### src/rtl/alu_seq_ctrl.sv
// Multi-cycle sequencer: fetches 8-bit instructions, drives a 2-bit-op ALU, writes results to a 4x8 register file.
// Optional feature macro ALU_ZERO_FLAG_EN adds zero_flag output and halt_on_zero input.
module alu_seq_ctrl #(
  parameter int PROG_LEN = 16,
  parameter int ADDR_W   = 4
) (
  input  logic              clk,
  input  logic              rst_n,
  input  logic              start,
  output logic              busy,
  output logic              done,
  output logic [ADDR_W-1:0] imem_addr,
  input  logic [7:0]        imem_data,
  output logic [1:0]        alu_op,
  output logic [7:0]        alu_in1,
  output logic [7:0]        alu_in2,
  input  logic [7:0]        alu_out,
  input  logic              alu_write_reg,
  input  logic              cfg_we,
  input  logic [1:0]        cfg_addr,
  input  logic [7:0]        cfg_wdata,
`ifdef ALU_ZERO_FLAG_EN
  output logic              zero_flag,
  input  logic              halt_on_zero,
`endif
  output logic [7:0]        dbg_rdata
);

  typedef enum logic [2:0] {
    IDLE,
    FETCH,
    DECODE,
    EXEC,
    WB,
    DONE
  } state_t;

  localparam logic [ADDR_W-1:0] LAST_PC = ADDR_W'(PROG_LEN - 1);

  state_t            state;
  logic [ADDR_W-1:0] pc;
  logic [7:0]        ir;
  logic [7:0]        regs [4];
  logic              halt_now;

  assign dbg_rdata = regs[cfg_addr];

`ifdef ALU_ZERO_FLAG_EN
  assign halt_now = halt_on_zero && alu_write_reg && (alu_out == 8'd0);
`else
  assign halt_now = 1'b0;
`endif

  always_ff @(posedge clk or negedge rst_n) begin
    if (!rst_n) begin
      state     <= IDLE;
      pc        <= '0;
      imem_addr <= '0;
      ir        <= '0;
      alu_op    <= '0;
      alu_in1   <= '0;
      alu_in2   <= '0;
      busy      <= 1'b0;
      done      <= 1'b0;
      for (int i = 0; i < 4; i++) regs[i] <= '0;
`ifdef ALU_ZERO_FLAG_EN
      zero_flag <= 1'b0;
`endif
    end else begin
      case (state)
        IDLE: begin
          // A cfg write coinciding with start lands before the first EXEC reads the file
          if (cfg_we) regs[cfg_addr] <= cfg_wdata;
          if (start) begin
            state     <= FETCH;
            pc        <= '0;
            imem_addr <= '0;
            busy      <= 1'b1;
`ifdef ALU_ZERO_FLAG_EN
            zero_flag <= 1'b0;
`endif
          end
        end
        FETCH: state <= DECODE;
        DECODE: begin
          ir    <= imem_data;
          state <= EXEC;
        end
        EXEC: begin
          alu_op  <= ir[7:6];
          alu_in1 <= regs[ir[3:2]];
          alu_in2 <= regs[ir[1:0]];
          state   <= WB;
        end
        WB: begin
          if (alu_write_reg) regs[ir[5:4]] <= alu_out;
`ifdef ALU_ZERO_FLAG_EN
          zero_flag <= alu_write_reg && (alu_out == 8'd0);
`endif
          // pc stops at the last instruction so a full-range program never wraps
          if (pc == LAST_PC || halt_now) begin
            state <= DONE;
            done  <= 1'b1;
          end else begin
            pc        <= pc + 1'b1;
            imem_addr <= pc + 1'b1;
            state     <= FETCH;
          end
        end
        DONE: begin
          done  <= 1'b0;
          busy  <= 1'b0;
          state <= IDLE;
        end
        default: state <= IDLE;
      endcase
    end
  end

endmodule
### config.mk
export PLATFORM = sky130hd
export DESIGN_NAME = alu_seq_ctrl
export DESIGN_NICKNAME = d
export VERILOG_FILES = /design/src/rtl/alu_seq_ctrl.sv
export SDC_FILE = /design/constraint.sdc
export NUM_CORES = 1
export LEC_CHECK = 0
export ABC_AREA = 1
export BUFFER_PORTS_ARGS = -buffer_cell sky130_fd_sc_hd__buf_2
export CAP_MARGIN = 5
export CORE_MARGIN = 2
export CORE_UTILIZATION = 47
export DETAILED_ROUTE_END_ITERATION = 6
export PLACE_DENSITY = 0.68
export SYNTH_ARGS = -nofsm -noshare
export SYNTH_HDL_FRONTEND = slang
export SYNTH_SLANG_ARGS = --single-unit
export TNS_END_PERCENT = 30
### constraint.sdc
create_clock -name clk -period 1.5 [get_ports clk]
set_input_delay 0.15 -clock clk [delete_from_list [all_inputs] [get_ports clk]]
set_output_delay 0.15 -clock clk [all_outputs]
set_load 0.01 [all_outputs]
==> results of run 1 <==
-- flip-flops by register name (all words and copies together) (netlist names) --
signal,count
alu_in1,8
alu_in2,8
alu_op,2
busy,1
done,1
ir,8
pc,4
regs,32
state,3
-- through the flow --
stage          instances  cell area [sq um]  total power, W  worst slack (ns)  TNS [ns]
6_report             848               5182        0.009243           0.05025         0
5_1_grt              848               5182         0.01000          -0.01464  -0.08315
4_1_cts              843               5065        0.009045           0.03664         0
3_5_place_dp         826               4831        0.007302           0.05565         0
2_1_floorplan        657               4369        0.006129            0.1922         0
3_3_place_gp         826               4831        0.007195           0.08990         0
-- timing repair --
item	CTS	global route
hold buffers	1	0
buffers inserted	0	3
resized for setup	0	11
endpoints found under the setup margin	0	32
endpoints found under the hold margin	67	0
-- how the worst max path moves through the flow --
stage,startpoint,to,slack (ns)
global placement,state[1],regs[4],0.09
global route,state[1],regs[27],-0.01
floorplan,state[0],regs[11],0.19
finish,state[1],regs[16],0.05
detailed placement,state[0],regs[4],0.06
CTS,state[0],regs[27],0.04
-- per-layer routing --
metal | GRT usage | wire [um]
met1 | 0.3589 | 5671
met2 | 0.4011 | 5676
met3 | 0.03969 | 760
met4 | 0.07376 | 204
met5 | 0 | 0
-- final cells by class --
type / count / area (sq um) / area share
Multi-Input combinational cell: 514 / 2340 / 0.4515
Clock inverter: 7 / 100.1 / 0.01931
Inverter: 49 / 186.4 / 0.03597
Sequential cell: 67 / 1679 / 0.3240
Clock buffer: 9 / 123.9 / 0.02390
Timing Repair Buffer: 91 / 614.3 / 0.1185
Tap cell: 111 / 138.9 / 0.02680
-- power by group through the flow --
stage | Sequential (W) | Clock (W) | Combinational (W)
detailed placement | 0.00313 | 0 | 0.00418
floorplan | 0.00297 | 0 | 0.00316
global placement | 0.00310 | 0 | 0.00410
CTS | 0.00310 | 0.00174 | 0.00420
finish | 0.00312 | 0.00170 | 0.00442
global route | 0.00322 | 0.00180 | 0.00498
-- layout by cell type, fill, tap and decap left out, types with 2 or more instances in the layout --
cell type,count
buf_12,3
nand3_1,43
clkbuf_8,9
nand2_2,7
nor2_2,2
clkinv_4,3
o21ai_0,20
nor2_8,3
dfrtp_2,2
clkbuf_16,2
bufinv_16,2
inv_1,44
nand2_1,303
buf_4,20
nand4_1,2
nor2_1,73
o2111ai_1,8
buf_2,62
nand3_2,5
o211ai_1,16
a21oi_1,18
nand2_4,9
dfrtp_1,65
buf_6,3
inv_2,4
-- critical path: stages, from the launching register on --
cell       delay, ns
dfrtp_2         0.45
buf_6           0.15
inv_2           0.06
nand2_4         0.06
nor2_8          0.19
clkbuf_16       0.18
nand2_1         0.05
nand2_1         0.08
nand3_1         0.10
nand2_1         0.07
-- kinds of logic (layout without fill, tap and decap cells) --
kind of cell | after synthesis | after routing | share of synthesized area
AND/OR/NAND/NOR | 449 | 449 | 0.4353
buffers and inverters | 76 | 156 | 0.08792
flip-flops | 67 | 67 | 0.3837
AO/OA/AOI/OAI | 64 | 64 | 0.09021
adder cells (fa/ha/maj) | 1 | 1 | 0.002863
==> qor.yml, run 1 <==
antenna_found_initial: 0
finalSetupViolCount: 0
synthCells: 657
grt_max_degree: 68
clockBufferDepth: 2
syn_area_sq_um: 4369
layout.nets: 764
hpwl_um: 8900
yosysUniqueCellTypes: 25
status: "finished clean"
synth_top_flop_cell: "dfrtp_1"
r2r_cells: 9
die_w_um: 100.4
drt_iter0_drc: 289
drive_gt1_frac: 0.1913
reg2reg_slack_ns: 0.05
gp_congestion: 0.8944
synth_edf_count: 0
nFillCells: 900
cp-end-kind: "register"
fin_hold_ws_ns: 0.03736
ant_nets: 0
ir_drop_mv: 0.9016
pin_count: 63
yosysSeqAreaShare: 0.3837
clock.fmax_mhz: 689.8
path_clk_slew_ns: 0.09
worstHoldPathCells: 3
drv_cap: 0
numPortBuffers: 62
period_minus_slack_ns: 1.450
die_h_um: 100.4
synth_top_cell_area_share: 0.3837
critPathMaxFanout: 8
hold_viol: 0
critPathKind: "reg -> reg"
final.setup_skew_ns: 0.01721
pwr_density_cell_nw_per_um2: 1783
reg2reg_to: "regs[16]"
core_sq_um: 9109
slew_viol_final: 0
p_leak_nw: 2.971
viasPerCell: 5.197
clock_sinks: 67
synthTopCellsByArea: "dfrtp_1 38%, nand2_1 26%, nor2_1 6.3%"
cts-root-buf: "clkbuf_8"
max_slew_margin: 0.6379
swShare: 0.4533
grt_pass1_wl_um: 20110
hold_path_class: "in -> reg"
grt_pass1_vias: 4094
htreeDepth: 3
yosysTopAreaCell: "dfrtp_1"
seq_power_share: 0.338
wl_per_cell_um: 14.52
syn2layout_area_growth_pct: 18.61
grt_util_all_layers: 0.2530
antenna_cells: 0
routed_wl_um: 12310
synth_commonest_cells: "304 x nand2_1, 73 x nor2_1, 67 x dfrtp_1, 46 x nand3_1, 44 x inv_1"
avgSynthCellArea_sq_um: 6.650
remaining_drc_errors: 0
dieArea_sq_um: 10080
final_util: 0.5690
yosysMostFrequentCell: "nand2_1"
cts_tree: "done"
vias: 4407
min_from: "imem_data[6]"
dr.pass1.iters: 4
p_int_w: 0.005053
rows: 35
r2r_start: "state[1]"
rsz0062_at_grt: "yes"
cts_buffers: 9
syn_nets: 689
worstHoldEndpoint: "ir[6]"
synth-async-reset-ratio: 1.000
worstPathRequired_ns: 1.79
worstPathArrival_ns: 1.74
clkPwrFrac: 0.184
ys_warn_count: 0
power.switching_w: 0.004190
start_util: 0.4797
p_comb_frac: 0.478
start_kind: "register"
insertion_delay_ns: 0.35
synth_seq_cells: 67
worst_slew_pin_slew_ns: 0.5432
fin_crit_sh: 0.9665
overflow: 0
(Power assumes the default switching activity.)
==> inputs of run 2 (changes only) <==
CORE_UTILIZATION = 58   (was 47)
PLACE_DENSITY = 0.81   (was 0.68)
==> run 2 against run 1 <==
Net effect: the flow now finishes with violations (setup timing); sequential share of layout area is 1.5 points lower; sequential power is 2% higher; via count is 8.7% higher; largest cell class unchanged.
==> qor.yml, run 2 (same netlist as run 1, synthesis figures left out) <==
critPathMaxFanout: 7  # -1
hold_viol: 0  # unchanged
setup_tns_ns: -0.4412  # -0.4412 ns
hpwl_um: 8088  # -9.1%
htreeDepth: 3  # unchanged
insertion_delay_ns: 0.34  # about the same
start_util: 0.5992  # +0.1195
gp_congestion: 0.8958  # +0.16%
cts_tree: "done"
pin_count: 63  # unchanged
finalPower_w: 0.009604  # +3.9%
cpMostUsedCell: "nand2_1"
critPathKind: "reg -> reg"
clock_sinks: 67  # unchanged
antenna_cells: 0  # unchanged
largest-register: "regs"
cp-end-kind: "register"
layout_commonest_cell: "nand2_1"
pwr_density_cell_nw_per_um2: 1767  # -0.95%
grt_util_all_layers: 0.2856  # +0.03257
dr.pass1.iters: 5  # +1
core_sq_um: 7292  # -20%
path_cells: "buf_8 -> inv_4 -> nand2_4 -> nor2_8 -> clkbuf_16 -> nand2_1 -> nand2_1 -> nand3_1 -> nand2_1"
grt_pass1_wl_um: 19130  # -4.9%
max_slew_margin: 0.6276  # -0.01030
post-place-ws_ns: 0.01399  # -0.04166 ns
ant_nets: 0  # unchanged
path_clk_slew_ns: 0.07  # -0.02 ns
crit_path_top_delay_cell: "dfrtp_2"
dieArea_sq_um: 8244  # -18%
start_kind: "register"
layout.nets: 779  # +2.0%
layout_common_cells: "287 x nand2_1, 72 x nor2_1, 64 x dfrtp_1"
final.setup_skew_ns: 0.005227  # -0.01198 ns
setup_slack_ns: -0.1325  # -0.1828 ns
clock.fmax_mhz: 612.5  # -11%
routed_wl_um: 13500  # +9.6%
ir_drop_mv: 1.010  # +12%
period_minus_slack_ns: 1.633  # +0.1828 ns
cts_buffers: 9  # unchanged
remaining_drc_errors: 0  # unchanged
clockBufferDepth: 2  # unchanged
syn2layout_area_growth_pct: 24.43
rsz0062_at_grt: "yes"
rows: 31  # -11%
violations: "setup timing"
drv_cap: 0  # unchanged
vias: 4792  # +8.7%
overflow: 0  # unchanged
die_w_um: 90.80  # -9.6%
drive_gt1_frac: 0.2427  # +0.05135
finalSetupViolCount: 14  # +14
die_h_um: 90.80  # -9.6%
worst_slew_pin_slew_ns: 0.5586  # +0.01545 ns
grt_max_degree: 68  # unchanged
p_leak_nw: 3.099  # +4.3%
hold_path_class: "in -> reg"
worstPathRequired_ns: 1.78  # about the same
largest_reg_flops: 32  # unchanged
wl_per_cell_um: 15.90  # +9.5%
viasPerCell: 5.644  # +8.6%
worstPathArrival_ns: 1.91  # +0.17 ns
cts-root-buf: "clkbuf_8"
drt_iter0_drc: 523  # +81%
fin_crit_sh: 1.088  # +0.1218
cp_slowest_stage_delay_ns: 0.47  # +0.02 ns
numPortBuffers: 62  # unchanged
status: "complete, but fails checks"
grt_pass1_vias: 4122  # +0.68%
antenna_found_initial: 0  # unchanged
slew_viol_final: 0  # unchanged
[run 2: stage by stage]
stage / hold slack (ns) / instances / utilization / instance area, sq um
final: 0.04018 / 849 / 0.7455 / 5436
after global routing: 0.04550 / 849 / 0.7455 / 5436
after CTS: 0.02638 / 825 / 0.6845 / 4991
after detailed placement: 0.1963 / 810 / 0.6563 / 4786
after global placement: 0.1924 / 810 / 0.6563 / 4786
after floorplan: -0.1456 / 657 / - / 4369
[run 2: timing repair]
item | in CTS | in global routing
setup endpoints to repair | 3 | 35
hold buffers | 1 | 0
gates cloned | 0 | 8
pin swaps | 0 | 20
endpoints found under the hold margin | 67 | 0
gates resized for setup | 2 | 45
buffers inserted | 0 | 16
[run 2: critical path: cells and delay by family, from the launching register on]
kind	cells	cell delay, ns
buffers and inverters	3	0.40
AND/OR/NAND/NOR	6	0.69
flip-flops	1	0.47
[run 2: area by class of cell]
class                      instances  area (sq um)
clock buffer                      11         141.4
clock inverter                     3         40.04
fill                             582          1856
inverter                          49         188.9
multi-input combinational        516          2500
sequential                        67          1680
tap                               99         123.9
timing repair buffer             104         762.0
[run 2: layer usage]
layer  vias to the layer above  part of all wire  GRT usage
li1                       2244                 -          -
met1                      2169              0.41     0.3998
met2                       315              0.46     0.4453
met3                        64             0.089    0.05175
met4                         0             0.041     0.1035
met5                         -                 0          0
[run 2: final timing paths]
| path | from | end | slack [ns] | cells after the start |
|---|---|---|---|---|
| setup / recovery | state[1] | regs[0] | -0.13 | 9 |
| hold / removal | imem_data[3] | ir[3] | 0.04 | 3 |
| setup reg to reg | state[1] | regs[0] | -0.13 | 9 |
| hold reg to reg | alu_op[0] | alu_op[0] | 0.47 | 2 |
| max in group asynchronous | rst_n | state[2] | 0.85 | 3 |
| min in group asynchronous | rst_n | ir[6] | 0.35 | 3 |
[run 2: power by group]
group | leakage, nW | internal (W) | switching [W]
Combinational | 2.13 | 0.00188 | 0.00307
Sequential | 0.878 | 0.00247 | 0.000704
Clock | 0.0950 | 0.000791 | 0.000693
==> inputs of run 3 (changes only) <==
PLACE_DENSITY = 0.82   (was 0.81)
==> run 3 against run 2 <==
Net effect: the flow now finishes without violations; register-to-register slack improved by 0.16 ns; final cell count fell by 2.5%; wire length decreased by 14%; critical path depth is the same; highest routed layer unchanged.
==> qor.yml, run 3 (same netlist as run 1, synthesis figures left out) <==
final.setup_skew_ns: 0.01070  # +0.005471 ns
grt_max_degree: 68  # unchanged
worstPathRequired_ns: 1.78  # about the same
layout_common_cells: "304 x nand2_1, 72 x nor2_1, 65 x dfrtp_1"
status: "finished clean"
drt_iter0_drc: 437  # -16%
layout.nets: 756  # -3.0%
antenna_found_initial: 0  # unchanged
grt_pass1_vias: 4170  # +1.2%
viasPerCell: 5.431  # -3.8%
drive_gt1_frac: 0.1742  # -0.06846
cts_tree: "done"
grt_pass1_wl_um: 19540  # +2.2%
worstPathArrival_ns: 1.75  # -0.16 ns
hold_path_class: "in -> reg"
max_slew_margin: 0.6224  # -0.005221
die_h_um: 90.80  # unchanged
start_kind: "register"
die_w_um: 90.80  # unchanged
post-place-ws_ns: 0.09026  # +0.07627 ns
insertion_delay_ns: 0.34  # about the same
finalPower_w: 0.009004  # -6.2%
numPortBuffers: 62  # unchanged
clockBufferDepth: 2  # unchanged
hpwl_um: 7948  # -1.7%
pin_count: 63  # unchanged
ir_drop_mv: 0.8509  # -16%
rsz0062_at_grt: "no"
grt_util_all_layers: 0.2904  # +0.004848
clock_sinks: 67  # unchanged
clock.fmax_mhz: 677.4  # +11%
antenna_cells: 0  # unchanged
syn2layout_area_growth_pct: 16.12
wl_per_cell_um: 14.09  # -11%
cts-root-buf: "clkbuf_8"
placed_area_sq_um: 4791  # +0.10%
path_clk_slew_ns: 0.08  # about the same
cp-end-kind: "register"
critPathMaxFanout: 18  # +11
fin_crit_sh: 0.9842  # -0.1042
htreeDepth: 3  # unchanged
ant_nets: 0  # unchanged
setup_slack_ns: 0.02370  # +0.1562 ns
critPathKind: "reg -> reg"
start_util: 0.5992  # unchanged
routed_wl_um: 11670  # -14%
drv_cap: 0  # unchanged
p_leak_nw: 2.923  # -5.7%
finalInstanceArea_sq_um: 5074  # -6.7%
period_minus_slack_ns: 1.476  # -0.1562 ns
pwr_density_cell_nw_per_um2: 1775  # +0.46%
dieArea_sq_um: 8244  # unchanged
rows: 31  # unchanged
setup_tns_ns: 0  # +0.4412 ns
dr.pass1.iters: 5  # unchanged
overflow: 0  # unchanged
largest-register: "regs"
nFillCells: 679  # +17%
final_util: 0.6958  # -0.04976
worst_slew_pin_slew_ns: 0.5664  # +0.007832 ns
seq_area_sq_um: 1679  # about the same
gp_congestion: 0.8932  # -0.29%
layout_commonest_cell: "nand2_1"
largest_reg_flops: 32  # unchanged
cts_buffers: 9  # unchanged
hold_viol: 0  # unchanged
multiInputGateArea_sq_um: 2316  # -7.4%
vias: 4497  # -6.2%
finalSetupViolCount: 0  # -14
remaining_drc_errors: 0  # unchanged
slew_viol_final: 0  # unchanged
core_sq_um: 7292  # unchanged
run 3: changes by cell type in the layout (fill, tap and decap cells not counted), sizes merged:
cell,delta
buf,-20
clkbuf,+3
clkinv,-2
nand2,-1
nor2,-1
run 3: path summary, 6_finish.rpt:
path                         startpoint  cells after the start  slack [ns]        end
setup / recovery               state[1]                      9        0.02   regs[25]
setup reg to reg               state[1]                      9        0.02   regs[25]
max in group asynchronous         rst_n                      3        0.84   state[2]
min in group asynchronous         rst_n                      3        0.34      ir[7]
hold reg to reg               alu_op[1]                      2        0.47  alu_op[1]
hold / removal             imem_data[2]                      3        0.04      ir[2]
run 3: power by group:
part | switching [W] | leakage, nW | internal (W)
Sequential | 0.000644 | 0.879 | 0.00246
Combinational | 0.00277 | 1.94 | 0.00157
Clock | 0.000649 | 0.104 | 0.000908
Total | 0.00406 | 2.92 | 0.00494
run 3: timing repair:
action,4_1_cts,5_1_grt
resized for setup,0,7
hold buffers,1,0
setup buffers,0,0
endpoints found under the setup margin,0,19
endpoints found under the hold margin,67,0
run 3: cell type report:
class,instances,area share
timing repair buffer,83,0.1102
tap,99,0.02441
multi-input combinational,514,0.4565
clock inverter,1,0.005919
sequential,67,0.3309
inverter,49,0.03724
clock buffer,15,0.03477
run 3: critical path: stages (launching register included):
cell and delay, ns:
dfrtp_2 0.45, buf_6 0.16, inv_4 0.05, nand2_4 0.06
nor2_8 0.18, clkbuf_16 0.20, nand2_1 0.06, nand2_1 0.07
nand3_1 0.10, nand2_1 0.08
run 3: metal layers:
metal | wire length (um) | track usage
met2 | 5291 | 0.4565
met3 | 1026 | 0.05426
met1 | 5088 | 0.4043
met5 | 0 | 0
met4 | 259 | 0.1023
run 3: through the flow:
stage	hold WS [ns]	instances
after floorplan	-0.1456	657
after global placement	0.1939	809
after detailed placement	0.1913	809
after CTS	0.03502	826
after global routing	0.03860	828
final	0.03855	828
